`config.mk`:
```
export PLATFORM = sky130hd
export DESIGN_NAME = uart_rom_loader_flat
export DESIGN_NICKNAME = d
export VERILOG_FILES = /design/src/rtl/uart_rom_loader_pkg.sv /design/src/rtl/uart_rom_loader_if.sv /design/src/rtl/uart_rom_loader_rx.sv /design/src/rtl/uart_rom_loader.sv /design/src/flat_wrapper.sv
export SDC_FILE = /design/constraint.sdc
export NUM_CORES = 1
export LEC_CHECK = 0
export CORE_MARGIN = 1.5
export CORE_UTILIZATION = 36
export CTS_CLUSTER_SIZE = 14
export DETAILED_ROUTE_END_ITERATION = 10
export HOLD_SLACK_MARGIN = 0.02
export SYNTH_ARGS = -nofsm -noshare
export SYNTH_HDL_FRONTEND = slang
export SYNTH_HIERARCHICAL = 1
export SYNTH_SLANG_ARGS = --single-unit
```
`constraint.sdc`:
```
create_clock -name clk -period 2.6 [get_ports clk]
set_clock_uncertainty 0.2 [all_clocks]
set_input_delay 0.26 -clock clk [delete_from_list [all_inputs] [get_ports clk]]
set_output_delay 0.26 -clock clk [all_outputs]
set_load 0.005 [all_outputs]
```
`src/rtl/uart_rom_loader_pkg.sv`:
```
// Shared types for the UART ROM loader: session states, receiver bit phases,
// byte-order helper and the debug view of both FSMs.
package uart_rom_loader_pkg;

  typedef enum logic [3:0] {
    S_IDLE,
    S_WAIT_ACK,
    S_HDR_HI,
    S_HDR_LO,
    S_W_HI,
    S_W_LO,
    S_LOAD,
    S_RELEASE,
    S_CSUM,
    S_DONE,
    S_ERR
  } state_t;

  typedef enum logic [2:0] {
    RX_IDLE,
    RX_START,
    RX_DATA,
    RX_STOP,
    RX_DONE
  } rx_phase_t;

  typedef struct packed {
    state_t    state;
    rx_phase_t rx_phase;
  } dbg_t;

  // The stream is big-endian: the first byte of every pair is the high byte.
  localparam int HI_SHIFT = 8;

  function automatic logic [15:0] join_be(input logic [7:0] first_byte,
                                          input logic [7:0] second_byte);
    return (16'(first_byte) << HI_SHIFT) | 16'(second_byte);
  endfunction

endpackage

```
`src/rtl/uart_rom_loader_if.sv`:
```
// ROM-loading handshake between the UART loader (master) and hack_soc (slave).
interface uart_rom_loader_if #(
  parameter int DATA_WIDTH = 16
);
  // 4-phase handshake: master raises rom_loader_load with rom_loader_data
  // stable; slave raises rom_loader_load_received once captured; master drops
  // load; slave drops load_received. Data only changes while both are low.
  // rom_loader_ack means the slave is ready with its write address zeroed.
  logic                  rom_loader_reset;
  logic                  rom_loader_load;
  logic [DATA_WIDTH-1:0] rom_loader_data;
  logic                  rom_loader_ack;
  logic                  rom_loader_load_received;

  modport master (
    output rom_loader_reset,
    output rom_loader_load,
    output rom_loader_data,
    input  rom_loader_ack,
    input  rom_loader_load_received
  );

  modport slave (
    input  rom_loader_reset,
    input  rom_loader_load,
    input  rom_loader_data,
    output rom_loader_ack,
    output rom_loader_load_received
  );
endinterface

```
`src/rtl/uart_rom_loader_rx.sv`:
```
// 8N1 UART byte receiver: 2-flop synchronizer, mid-bit sampling, glitch
// rejection on the start bit, one-cycle byte_valid / framing_err pulses.
module uart_rx_byte
  import uart_rom_loader_pkg::*;
#(
  parameter int CLKS_PER_BIT = 217
) (
  input  logic       clk,
  input  logic       reset,
  input  logic       uart_rx,
  output logic       byte_valid,
  output logic [7:0] byte_data,
  output logic       framing_err,
  output rx_phase_t  phase
);

  localparam logic [15:0] FULL_M1 = 16'(CLKS_PER_BIT - 1);
  localparam logic [15:0] HALF_M1 = 16'((CLKS_PER_BIT / 2) - 1);

  logic        rx_meta, rx_s, rx_prev;
  rx_phase_t   phase_q, phase_d;
  logic [15:0] cnt_q, cnt_d;
  logic [2:0]  bit_q, bit_d;
  logic [7:0]  shift_q, shift_d;
  logic        stop_q, stop_d;

  always_ff @(posedge clk or posedge reset) begin
    if (reset) begin
      rx_meta <= 1'b1;
      rx_s    <= 1'b1;
      rx_prev <= 1'b1;
      phase_q <= RX_IDLE;
      cnt_q   <= '0;
      bit_q   <= '0;
      shift_q <= '0;
      stop_q  <= 1'b0;
    end else begin
      rx_meta <= uart_rx;
      rx_s    <= rx_meta;
      rx_prev <= rx_s;
      phase_q <= phase_d;
      cnt_q   <= cnt_d;
      bit_q   <= bit_d;
      shift_q <= shift_d;
      stop_q  <= stop_d;
    end
  end

  always_comb begin
    phase_d = phase_q;
    cnt_d   = cnt_q + 16'd1;
    bit_d   = bit_q;
    shift_d = shift_q;
    stop_d  = stop_q;
    unique case (phase_q)
      RX_IDLE: begin
        cnt_d = '0;
        if (rx_prev && !rx_s) phase_d = RX_START;
      end
      RX_START: begin
        // Line back high at mid start bit means the edge was a glitch.
        if (cnt_q == HALF_M1) begin
          cnt_d   = '0;
          bit_d   = '0;
          phase_d = rx_s ? RX_IDLE : RX_DATA;
        end
      end
      RX_DATA: begin
        if (cnt_q == FULL_M1) begin
          cnt_d   = '0;
          shift_d = {rx_s, shift_q[7:1]};
          if (bit_q == 3'd7) phase_d = RX_STOP;
          else               bit_d   = bit_q + 3'd1;
        end
      end
      RX_STOP: begin
        if (cnt_q == FULL_M1) begin
          cnt_d   = '0;
          stop_d  = rx_s;
          phase_d = RX_DONE;
        end
      end
      RX_DONE: begin
        cnt_d   = '0;
        phase_d = RX_IDLE;
      end
      default: phase_d = RX_IDLE;
    endcase
  end

  assign byte_valid  = (phase_q == RX_DONE) &&  stop_q;
  assign framing_err = (phase_q == RX_DONE) && !stop_q;
  assign byte_data   = shift_q;
  assign phase       = phase_q;

endmodule

```
`src/rtl/uart_rom_loader.sv`:
```
// Receives a Hack program over UART and writes it into ROM over the 4-phase
// rom_loader handshake. Define UART_ROM_LOADER_CHECKSUM_EN for a trailing XOR byte.
module uart_rom_loader
  import uart_rom_loader_pkg::*;
#(
  parameter int CLKS_PER_BIT = 217,
  parameter int DATA_WIDTH   = 16
) (
  input  logic                clk,
  input  logic                reset,
  input  logic                uart_rx,
  input  logic                run,
  output logic                done_loading,
  output logic                error,
  uart_rom_loader_if.master   rl,
  output dbg_t                dbg
);

  localparam state_t END_STATE =
`ifdef UART_ROM_LOADER_CHECKSUM_EN
    S_CSUM;
`else
    S_DONE;
`endif

  logic       byte_valid, framing_err;
  logic [7:0] byte_data;
  rx_phase_t  rx_phase;

  uart_rx_byte #(.CLKS_PER_BIT(CLKS_PER_BIT)) u_rx (
    .clk        (clk),
    .reset      (reset),
    .uart_rx    (uart_rx),
    .byte_valid (byte_valid),
    .byte_data  (byte_data),
    .framing_err(framing_err),
    .phase      (rx_phase)
  );

  state_t                state_q, state_d;
  logic                  run_q;
  logic                  hold_valid_q, hold_valid_d;
  logic [7:0]            hold_data_q, hold_data_d;
  logic [15:0]           count_q, count_d;
  logic [7:0]            hi_q, hi_d;
  logic [DATA_WIDTH-1:0] data_q, data_d;
  logic                  error_q, error_d;
`ifdef UART_ROM_LOADER_CHECKSUM_EN
  logic [7:0]            csum_q, csum_d;
`endif

  logic       run_rise, in_session, consuming, avail, take, overrun;
  logic [7:0] cur_byte;

  assign run_rise   = run && !run_q;
  assign in_session = (state_q != S_IDLE) && (state_q != S_DONE) && (state_q != S_ERR);
  assign consuming  = (state_q == S_HDR_HI) || (state_q == S_HDR_LO) ||
                      (state_q == S_W_HI)   || (state_q == S_W_LO)   ||
                      (state_q == S_CSUM);
  // A byte can be consumed straight off the receiver so LOAD follows the LO byte by one cycle.
  assign avail      = hold_valid_q || byte_valid;
  assign cur_byte   = hold_valid_q ? hold_data_q : byte_data;
  assign take       = consuming && avail;
  assign overrun    = in_session && byte_valid && hold_valid_q && !take;

  always_ff @(posedge clk or posedge reset) begin
    if (reset) begin
      state_q      <= S_IDLE;
      run_q        <= 1'b0;
      hold_valid_q <= 1'b0;
      hold_data_q  <= '0;
      count_q      <= '0;
      hi_q         <= '0;
      data_q       <= '0;
      error_q      <= 1'b0;
`ifdef UART_ROM_LOADER_CHECKSUM_EN
      csum_q       <= '0;
`endif
    end else begin
      state_q      <= state_d;
      run_q        <= run;
      hold_valid_q <= hold_valid_d;
      hold_data_q  <= hold_data_d;
      count_q      <= count_d;
      hi_q         <= hi_d;
      data_q       <= data_d;
      error_q      <= error_d;
`ifdef UART_ROM_LOADER_CHECKSUM_EN
      csum_q       <= csum_d;
`endif
    end
  end

  always_comb begin
    state_d      = state_q;
    hold_valid_d = hold_valid_q;
    hold_data_d  = hold_data_q;
    count_d      = count_q;
    hi_d         = hi_q;
    data_d       = data_q;
    error_d      = error_q;

    // Holding register: refilled by a byte landing in the same cycle one is taken.
    if (!in_session) begin
      hold_valid_d = 1'b0;
    end else if (take) begin
      hold_valid_d = hold_valid_q && byte_valid;
      if (hold_valid_q && byte_valid) hold_data_d = byte_data;
    end else if (byte_valid) begin
      hold_valid_d = 1'b1;
      hold_data_d  = byte_data;
    end

`ifdef UART_ROM_LOADER_CHECKSUM_EN
    csum_d = csum_q;
    if (state_q == S_IDLE)                csum_d = '0;
    else if (take && state_q != S_CSUM)   csum_d = csum_q ^ cur_byte;
`endif

    unique case (state_q)
      S_IDLE: begin
        if (run_rise) begin
          state_d = S_WAIT_ACK;
          error_d = 1'b0;
        end
      end
      S_WAIT_ACK: if (rl.rom_loader_ack) state_d = S_HDR_HI;
      S_HDR_HI: begin
        if (avail) begin
          hi_d    = cur_byte;
          state_d = S_HDR_LO;
        end
      end
      S_HDR_LO: begin
        if (avail) begin
          count_d = join_be(hi_q, cur_byte);
          state_d = (join_be(hi_q, cur_byte) == 16'd0) ? END_STATE : S_W_HI;
        end
      end
      S_W_HI: begin
        if (avail) begin
          hi_d    = cur_byte;
          state_d = S_W_LO;
        end
      end
      S_W_LO: begin
        if (avail) begin
          data_d  = DATA_WIDTH'(join_be(hi_q, cur_byte));
          state_d = S_LOAD;
        end
      end
      S_LOAD: if (rl.rom_loader_load_received) state_d = S_RELEASE;
      S_RELEASE: begin
        if (!rl.rom_loader_load_received) begin
          count_d = count_q - 16'd1;
          state_d = (count_q == 16'd1) ? END_STATE : S_W_HI;
        end
      end
`ifdef UART_ROM_LOADER_CHECKSUM_EN
      S_CSUM: if (avail) state_d = (cur_byte == csum_q) ? S_DONE : S_ERR;
`endif
      S_DONE: if (!run) state_d = S_IDLE;
      S_ERR:  if (!run) state_d = S_IDLE;
      default: state_d = S_IDLE;
    endcase

    if (in_session && (framing_err || overrun)) state_d = S_ERR;
    if (state_d == S_ERR) error_d = 1'b1;
  end

  assign rl.rom_loader_reset = in_session;
  assign rl.rom_loader_load  = (state_q == S_LOAD);
  assign rl.rom_loader_data  = data_q;
  assign done_loading        = (state_q == S_DONE);
  assign error               = error_q;
  assign dbg.state           = state_q;
  assign dbg.rx_phase        = rx_phase;

endmodule

```
`src/flat_wrapper.sv`:
```
// flat-port wrapper written by rule: the top's interface ports become plain ports
module uart_rom_loader_flat import uart_rom_loader_pkg::*;
#(
  parameter int CLKS_PER_BIT = 217,
  parameter int DATA_WIDTH   = 16
)
  (clk, reset, uart_rx, run, done_loading, error, dbg, rl_rom_loader_reset, rl_rom_loader_load, rl_rom_loader_data, rl_rom_loader_ack, rl_rom_loader_load_received);
  uart_rom_loader_if #(.DATA_WIDTH(DATA_WIDTH)) rl_i ();
  input  logic clk;
  input  logic reset;
  input  logic uart_rx;
  input  logic run;
  output logic done_loading;
  output logic error;
  output dbg_t dbg;
  output wire logic [$bits(rl_i.rom_loader_reset)-1:0] rl_rom_loader_reset;
  output wire logic [$bits(rl_i.rom_loader_load)-1:0] rl_rom_loader_load;
  output wire logic [$bits(rl_i.rom_loader_data)-1:0] rl_rom_loader_data;
  input wire logic [$bits(rl_i.rom_loader_ack)-1:0] rl_rom_loader_ack;
  input wire logic [$bits(rl_i.rom_loader_load_received)-1:0] rl_rom_loader_load_received;
  assign rl_rom_loader_reset = rl_i.rom_loader_reset;
  assign rl_rom_loader_load = rl_i.rom_loader_load;
  assign rl_rom_loader_data = rl_i.rom_loader_data;
  assign rl_i.rom_loader_ack = rl_rom_loader_ack;
  assign rl_i.rom_loader_load_received = rl_rom_loader_load_received;
  uart_rom_loader #(.CLKS_PER_BIT(CLKS_PER_BIT), .DATA_WIDTH(DATA_WIDTH)) u_core (.clk(clk), .reset(reset), .uart_rx(uart_rx), .run(run), .done_loading(done_loading), .error(error), .rl(rl_i), .dbg(dbg));
endmodule
```
; ---- Word level (Yosys, flattened, before mapping)
; Index checks and enable logic that the tools add are counted.
[totals]
reg_bits = 89
out_inout_bits = 27
elab_cells = 135
[op_classes]
n_addsub = 3
n_eq_ne = 31
n_mux = 40
bitwise = 1
n_reduce_logical = 44
[ops]
columns = op, n
row1 = 2-to-1 mux 16 bit, 4
row2 = 2-to-1 mux 4 bit, 12
row3 = case mux 16 bit (3 select lines), 1
row4 = case mux 4 bit (9 select lines), 1
row5 = 2-to-1 mux 8 bit, 4
row6 = case mux 16 bit (2 select lines), 1
row7 = 2-to-1 mux 3 bit, 8
row8 = adder 16 x 1 -> 16 bit (second input constant), 1
row9 = == test 16 x 1 -> 1 bit (second input constant), 1
row10 = == test 16 x 7 -> 1 bit (second input constant), 1
row11 = == test 16 x 8 -> 1 bit (second input constant), 1
row12 = == test 4 x 3 -> 1 bit (second input constant), 4
row13 = == test 4 bit (second input constant), 4
row14 = zero test 16 bit, 1
row15 = inequality test 2 bit (second input constant), 8
row16 = OR 16 x 8 -> 16 bit, 1
row17 = subtractor 16 x 1 -> 16 bit (second input constant), 1
row18 = logical AND 1 bit, 12
row19 = case mux 3 bit (4 select lines), 1
row20 = AND reduction 2 bit, 5
row21 = nonzero test 2 bit, 5
row22 = == test 4 x 2 -> 1 bit (second input constant), 2
row23 = inequality test 4 bit (second input constant), 2
row24 = OR reduction 2 bit, 4
row25 = other kinds (18), 34

; ---- Depth between registers and ports, before layout
[logic_depth]
word_depth = 14
mapped_depth = 8

; ---- Hierarchy
; The synthesis kept the hierarchy.
[by_module_without_submodules]
columns = mod, instances, cells_each, area_per_inst_um2, seq_area_each_um2
row1 = uart_rom_loader, 1, 337, 3046.7, 1376.3
row2 = uart_rx_byte, 1, 151, 1744.2, 854.6

; ---- Worst setup path before layout
; OpenSTA, ideal clock, no wires.
[synth_timing]
path_kind = register to register
start = register u_core.u_rx.phase_q[1], in the netlist u_core/u_rx/phase[1]
end = register u_core.count_q[2]
setup_time_ns = 0.121
t_arrival_ns = 2.354
required_ns = 2.279
setup_slack_ns = -0.074
path_stages_with_launch = 9
n_path_buf = 2
period_less_slack_ns = 2.674
path_cell_list = dfrtp_1 > clkbuf_1 > nor4b_1 > nor2_1 > nor4_2 > a21o_1 > buf_2 > o21ai_1 > a22o_1
[synth_via]
elab_chain_cells = 5
[synth_lines]
columns = element, line
row1 = from (decl), uart_rom_loader_rx.sv:21  ; rx_phase_t phase_q, phase_d;
row2 = from (signal assigned), uart_rom_loader_rx.sv:41  ; phase_q <= phase_d;
row3 = == test 3 bit, uart_rom_loader_rx.sv:91  ; assign byte_valid = (phase_q == RX_DONE) && stop_q;
row4 = logical AND 1 bit, uart_rom_loader_rx.sv:91
row5 = via u_core.byte_valid, uart_rom_loader.sv:26  ; logic byte_valid, framing_err;
row6 = logical OR 1 bit, uart_rom_loader.sv:61  ; assign avail = hold_valid_q || byte_valid;
row7 = inequality test 2 x 1 -> 1 bit (no line), --
row8 = AND reduction 3 bit (no line), --
row9 = to (signal assigned), uart_rom_loader.sv:84  ; count_q <= count_d;
row10 = to (decl), uart_rom_loader.sv:44  ; logic [15:0] count_q, count_d;
; The timed path passes the listed nets, and every way through them passes these cells.
; A chain may end at the register's enable or synchronous reset.

; ---- Final worst setup path
[layout_timing]
start = register u_core.state_q[3]
end = output rl_rom_loader_reset
[layout_via]
elab_chain_cells = 3
word_cells_on_any_way = 5
classes_between = 2 x eq/ne / 3 x reduce/logical
[layout_lines]
columns = element, line
row1 = from (decl), uart_rom_loader.sv:40  ; state_t state_q, state_d;
row2 = from (signal assigned), uart_rom_loader.sv:80  ; state_q <= state_d;
row3 = inequality test 4 bit or nonzero test 4 bit (tied branches), uart_rom_loader.sv:56  ; assign in_session = (state_q != S_IDLE) && (state_q != S_DONE) && (state_q != S_ERR);
row4 = logical AND 1 bit, uart_rom_loader.sv:56
row5 = logical AND 1 bit (*), uart_rom_loader.sv:56
row6 = to (decl), flat_wrapper.sv:16  ; output wire logic [$bits(rl_i.rom_loader_reset)-1:0] rl_rom_loader_reset;
; Every way passes the cells marked *; elsewhere a longest branch is shown, timed or not.

==> impl_metrics.csv <==
group,metric,value,unit
critical_path,crit_path_max_fanout,7,
clocking,cts_hold_buf,0,
sta,fmax,404,MHz
logic_synthesis,yosysWarnings,6,
logic_synthesis,synth_area,4790,µm²
placed_design,numPortBuffers,32,
logic_synthesis,synthCells,488,
logic_synthesis,synth_ff_type,"dfrtp_1",
logic_synthesis,ys_ff_latch,89,
critical_path,r2r_setup_slack,250,ps
layout,num_antenna_cells,0,
drt,dr.pass1.iters,4,
clocking,cts_buffer_depth,2,
critical_path,endpoint_kind,"output port",
clocking,cts_buffers,9,
layout,drive_above_1_share,16.1,%
drt,remaining_drc_errors,0,
drt,drtAntennaViolNets,0,
status,run_status,"finished, final reports clean",
min_path,hold_path_depth,1,
placed_design,dp_hpwl,7650,µm
power_and_ir_drop,p_seq_share,47.1,%
global_route,grt_usage,16.4,%
power_and_ir_drop,p_leak,0.00244,µW
clocking,cts_tree,"built",
floorplan,start_util,37.4,%
sta,period_share,95.3,%
power_and_ir_drop,switching_share,29.6,%
critical_path,worstSetupPathType,"flip-flop to output port",
global_route,grt_pass1_wl,18500,µm
logic_synthesis,synth_nets,501,
global_route,grt_pass1_vias,3748,
floorplan,ios,33,
sta,final_max_slew_viol_count,0,
critical_path,cp-start-kind,"flip-flop",
logic_synthesis,synth_enable_flop_cells,0,
layout,final_area,5710,µm²
layout,ff_latch_area,2230,µm²
power_and_ir_drop,p_int,2340,µW
clocking,cts-root-buf,"clkbuf_16",
power_and_ir_drop,p_clk_share,38.1,%
power_and_ir_drop,powerDensity,582,nW/µm²
drt,drt_wl_total,10700,µm
placed_design,place_congestion,0.879,
drt,detailroute.via_count,3818,
sta,slew-limit-headroom,46.4,%
min_path,hold_class,"primary input to flip-flop",
power_and_ir_drop,vdd_drop_max,0.360,mV
layout,num-fill-cells,1240,
clocking,clkTransAtPathRegs,70,ps
floorplan,dieHeight,118,µm
clocking,insertion_delay,350,ps
floorplan,die_area,14000,µm²
drt,viasPerCell,5.36,
sta,final-hold-violation-count,0,
layout,multiInputGateArea,2390,µm²
critical_path,cp.required,2140,ps
floorplan,die_x,118,µm
sta,setup-violations-final,0,
logic_synthesis,synth_area_per_cell,9.82,µm²
logic_synthesis,async_flop_share,100,%
critical_path,reg2reg_depth,6,
placed_design,dpl_cell_area,5410,µm²
drt,wl_per_cell,15.0,µm
sta,worst_pin_slew,803,ps
power_and_ir_drop,pwr-share-comb,14.8,%
clocking,htree_levels,3,
global_route,grt_max_degree,35,
logic_synthesis,ys_types,71,
sta,rsz0062_at_grt,"no",
critical_path,arrival,2020,ps
logic_synthesis,synth.yosys.seq_area_share,46.6,%
global_route,antenna_found_initial,0,
layout,final_nets,548,
power_and_ir_drop,power.switching,985,µW
drt,drtIter0Drc,260,
sta,tns,0,ps
floorplan,core_area,12800,µm²
global_route,grt_overflow,0,
sta,fin_crit,2480,ps
floorplan,num_rows,41,
run,maxCapViolCount,0,
layout,syn_to_final_growth,19.2,%
clocking,cts_sinks,89,
per-layer routing:
metal | vias up | part of all wire (%) | GRT usage, %
met5 | - | 0 | 0
met4 | 0 | 2.6 | 8.16
met3 | 25 | 3.8 | 3.38
met2 | 80 | 46 | 25.6
met1 | 1848 | 47 | 21.7
li1 | 1865 | - | -
cell type report:
cell class              count  share of cell area (%)
clock inverters             7                    1.07
multi-input cells         361                    41.9
inverters                  17                    1.12
repair buffers             57                    9.12
well taps                 172                    3.77
clock buffers               9                    3.94
flip-flops and latches     89                    39.1
sequential cells by signal, summed over array words and instances (netlist names):
register / cells
u_core/u_rx/bit_q: 3
u_core/hold_valid_q: 1
u_core/u_rx/byte_data: 8
u_core/state_q: 4
u_core/u_rx/rx_meta: 1
u_core/u_rx/cnt_q: 16
u_core/rl.rom_loader_data: 16
u_core/u_rx/rx_s: 1
u_core/hi_q: 8
u_core/run_q: 1
u_core/u_rx/stop_q: 1
u_core/error: 1
u_core/u_rx/rx_prev: 1
u_core/hold_data_q: 8
u_core/count_q: 16
u_core/u_rx/phase: 3
cells in the mapped netlist (all sizes together), types with 3 or more instances:
cell    instances  area share [%]
dfrtp          86              45
nand2          65             5.1
nor2           50             4.0
a21oi          30             3.4
o21ai          27             2.8
nor4           18             3.8
inv            17             1.3
mux2           17             4.5
buf            15             2.0
nand3          14             1.5
nor3           14             1.5
nand4          11             2.0
xnor2          11             2.0
o211ai          9             1.6
mux2i           8             1.7
ha              7             1.8
nand2b          7            0.91
clkbuf          6            0.47
nor2b           6            0.78
a21o            5            0.78
a22oi           5            0.89
a22o            4            0.73
nor3b           4            0.73
o22ai           4            0.52
a31oi           3            0.39
a32o            3            0.63
dfstp           3             1.6
nand3b          3            0.47
or4             3            0.47
placed cells by master, fill, tap and decap left out, drive strengths merged, types with 9 or more instances in the layout:
cell / n
a21oi: 30
buf: 25
clkbuf: 9
clkdlybuf4s50: 32
dfrtp: 86
inv: 22
mux2: 17
nand2: 65
nand3: 14
nand4: 11
nor2: 50
nor3: 14
nor4: 18
o211ai: 9
o21ai: 27
xnor2: 11
metrics by stage:
step                      utilization, %  hold slack, ps  worst slack [ps]  std cells  power, µW
after global routing                44.5            99.6              47.1        712       3500
after CTS                           44.4            95.4              11.5        711       3370
after detailed placement            42.2             147               275        695       2080
after floorplan                        -            64.5               120        488       1920
after global placement              42.2             148               320        695       2070
final                               44.5             111               122        712       3320
worst max-delay path: stages (launching register included):
cell             delay, ps
dfrtp_2                440
and2b_2                210
or3_4                  400
a21o_1                 170
clkdlybuf4s50_1        450
repair_timing:
| item | 4_1_cts | 5_1_grt |
|---|---|---|
| resized for setup | 1 | 2 |
| setup endpoints to repair | 1 | 1 |
| buffers inserted | 0 | 1 |
path summary, 6_finish.rpt:
kind | start | endpoint
max | u_core/state_q[3] | rl_rom_loader_reset
min | uart_rx | u_core/u_rx/rx_meta
max reg2reg | u_core/u_rx/phase[0] | u_core/count_q[4]
min reg2reg | u_core/u_rx/rx_meta | u_core/u_rx/rx_s
max in group asynchronous | reset | u_core/state_q[3]
min in group asynchronous | reset | u_core/hold_data_q[1]
cells by family after synthesis:
kind of cell / Yosys count / share of synthesized area (%)
AOI/OAI and AO/OA: 108 / 15.5
xor gates and xnor gates: 13 / 2.38
adders and majority gates: 7 / 1.83
buffers and inverters: 38 / 3.79
DFF: 89 / 46.6
muxes: 25 / 6.22
and+or+nand+nor: 208 / 23.8
power groups by stage:
| stage | clock network, µW | registers [µW] | logic, µW |
|---|---|---|---|
| final | 1260 | 1570 | 491 |
| after global routing | 1370 | 1580 | 560 |
| after CTS | 1310 | 1560 | 499 |
| after detailed placement | 0 | 1590 | 486 |
| after global placement | 0 | 1590 | 483 |
| after floorplan | 0 | 1530 | 383 |
(Power assumes the default switching activity.)
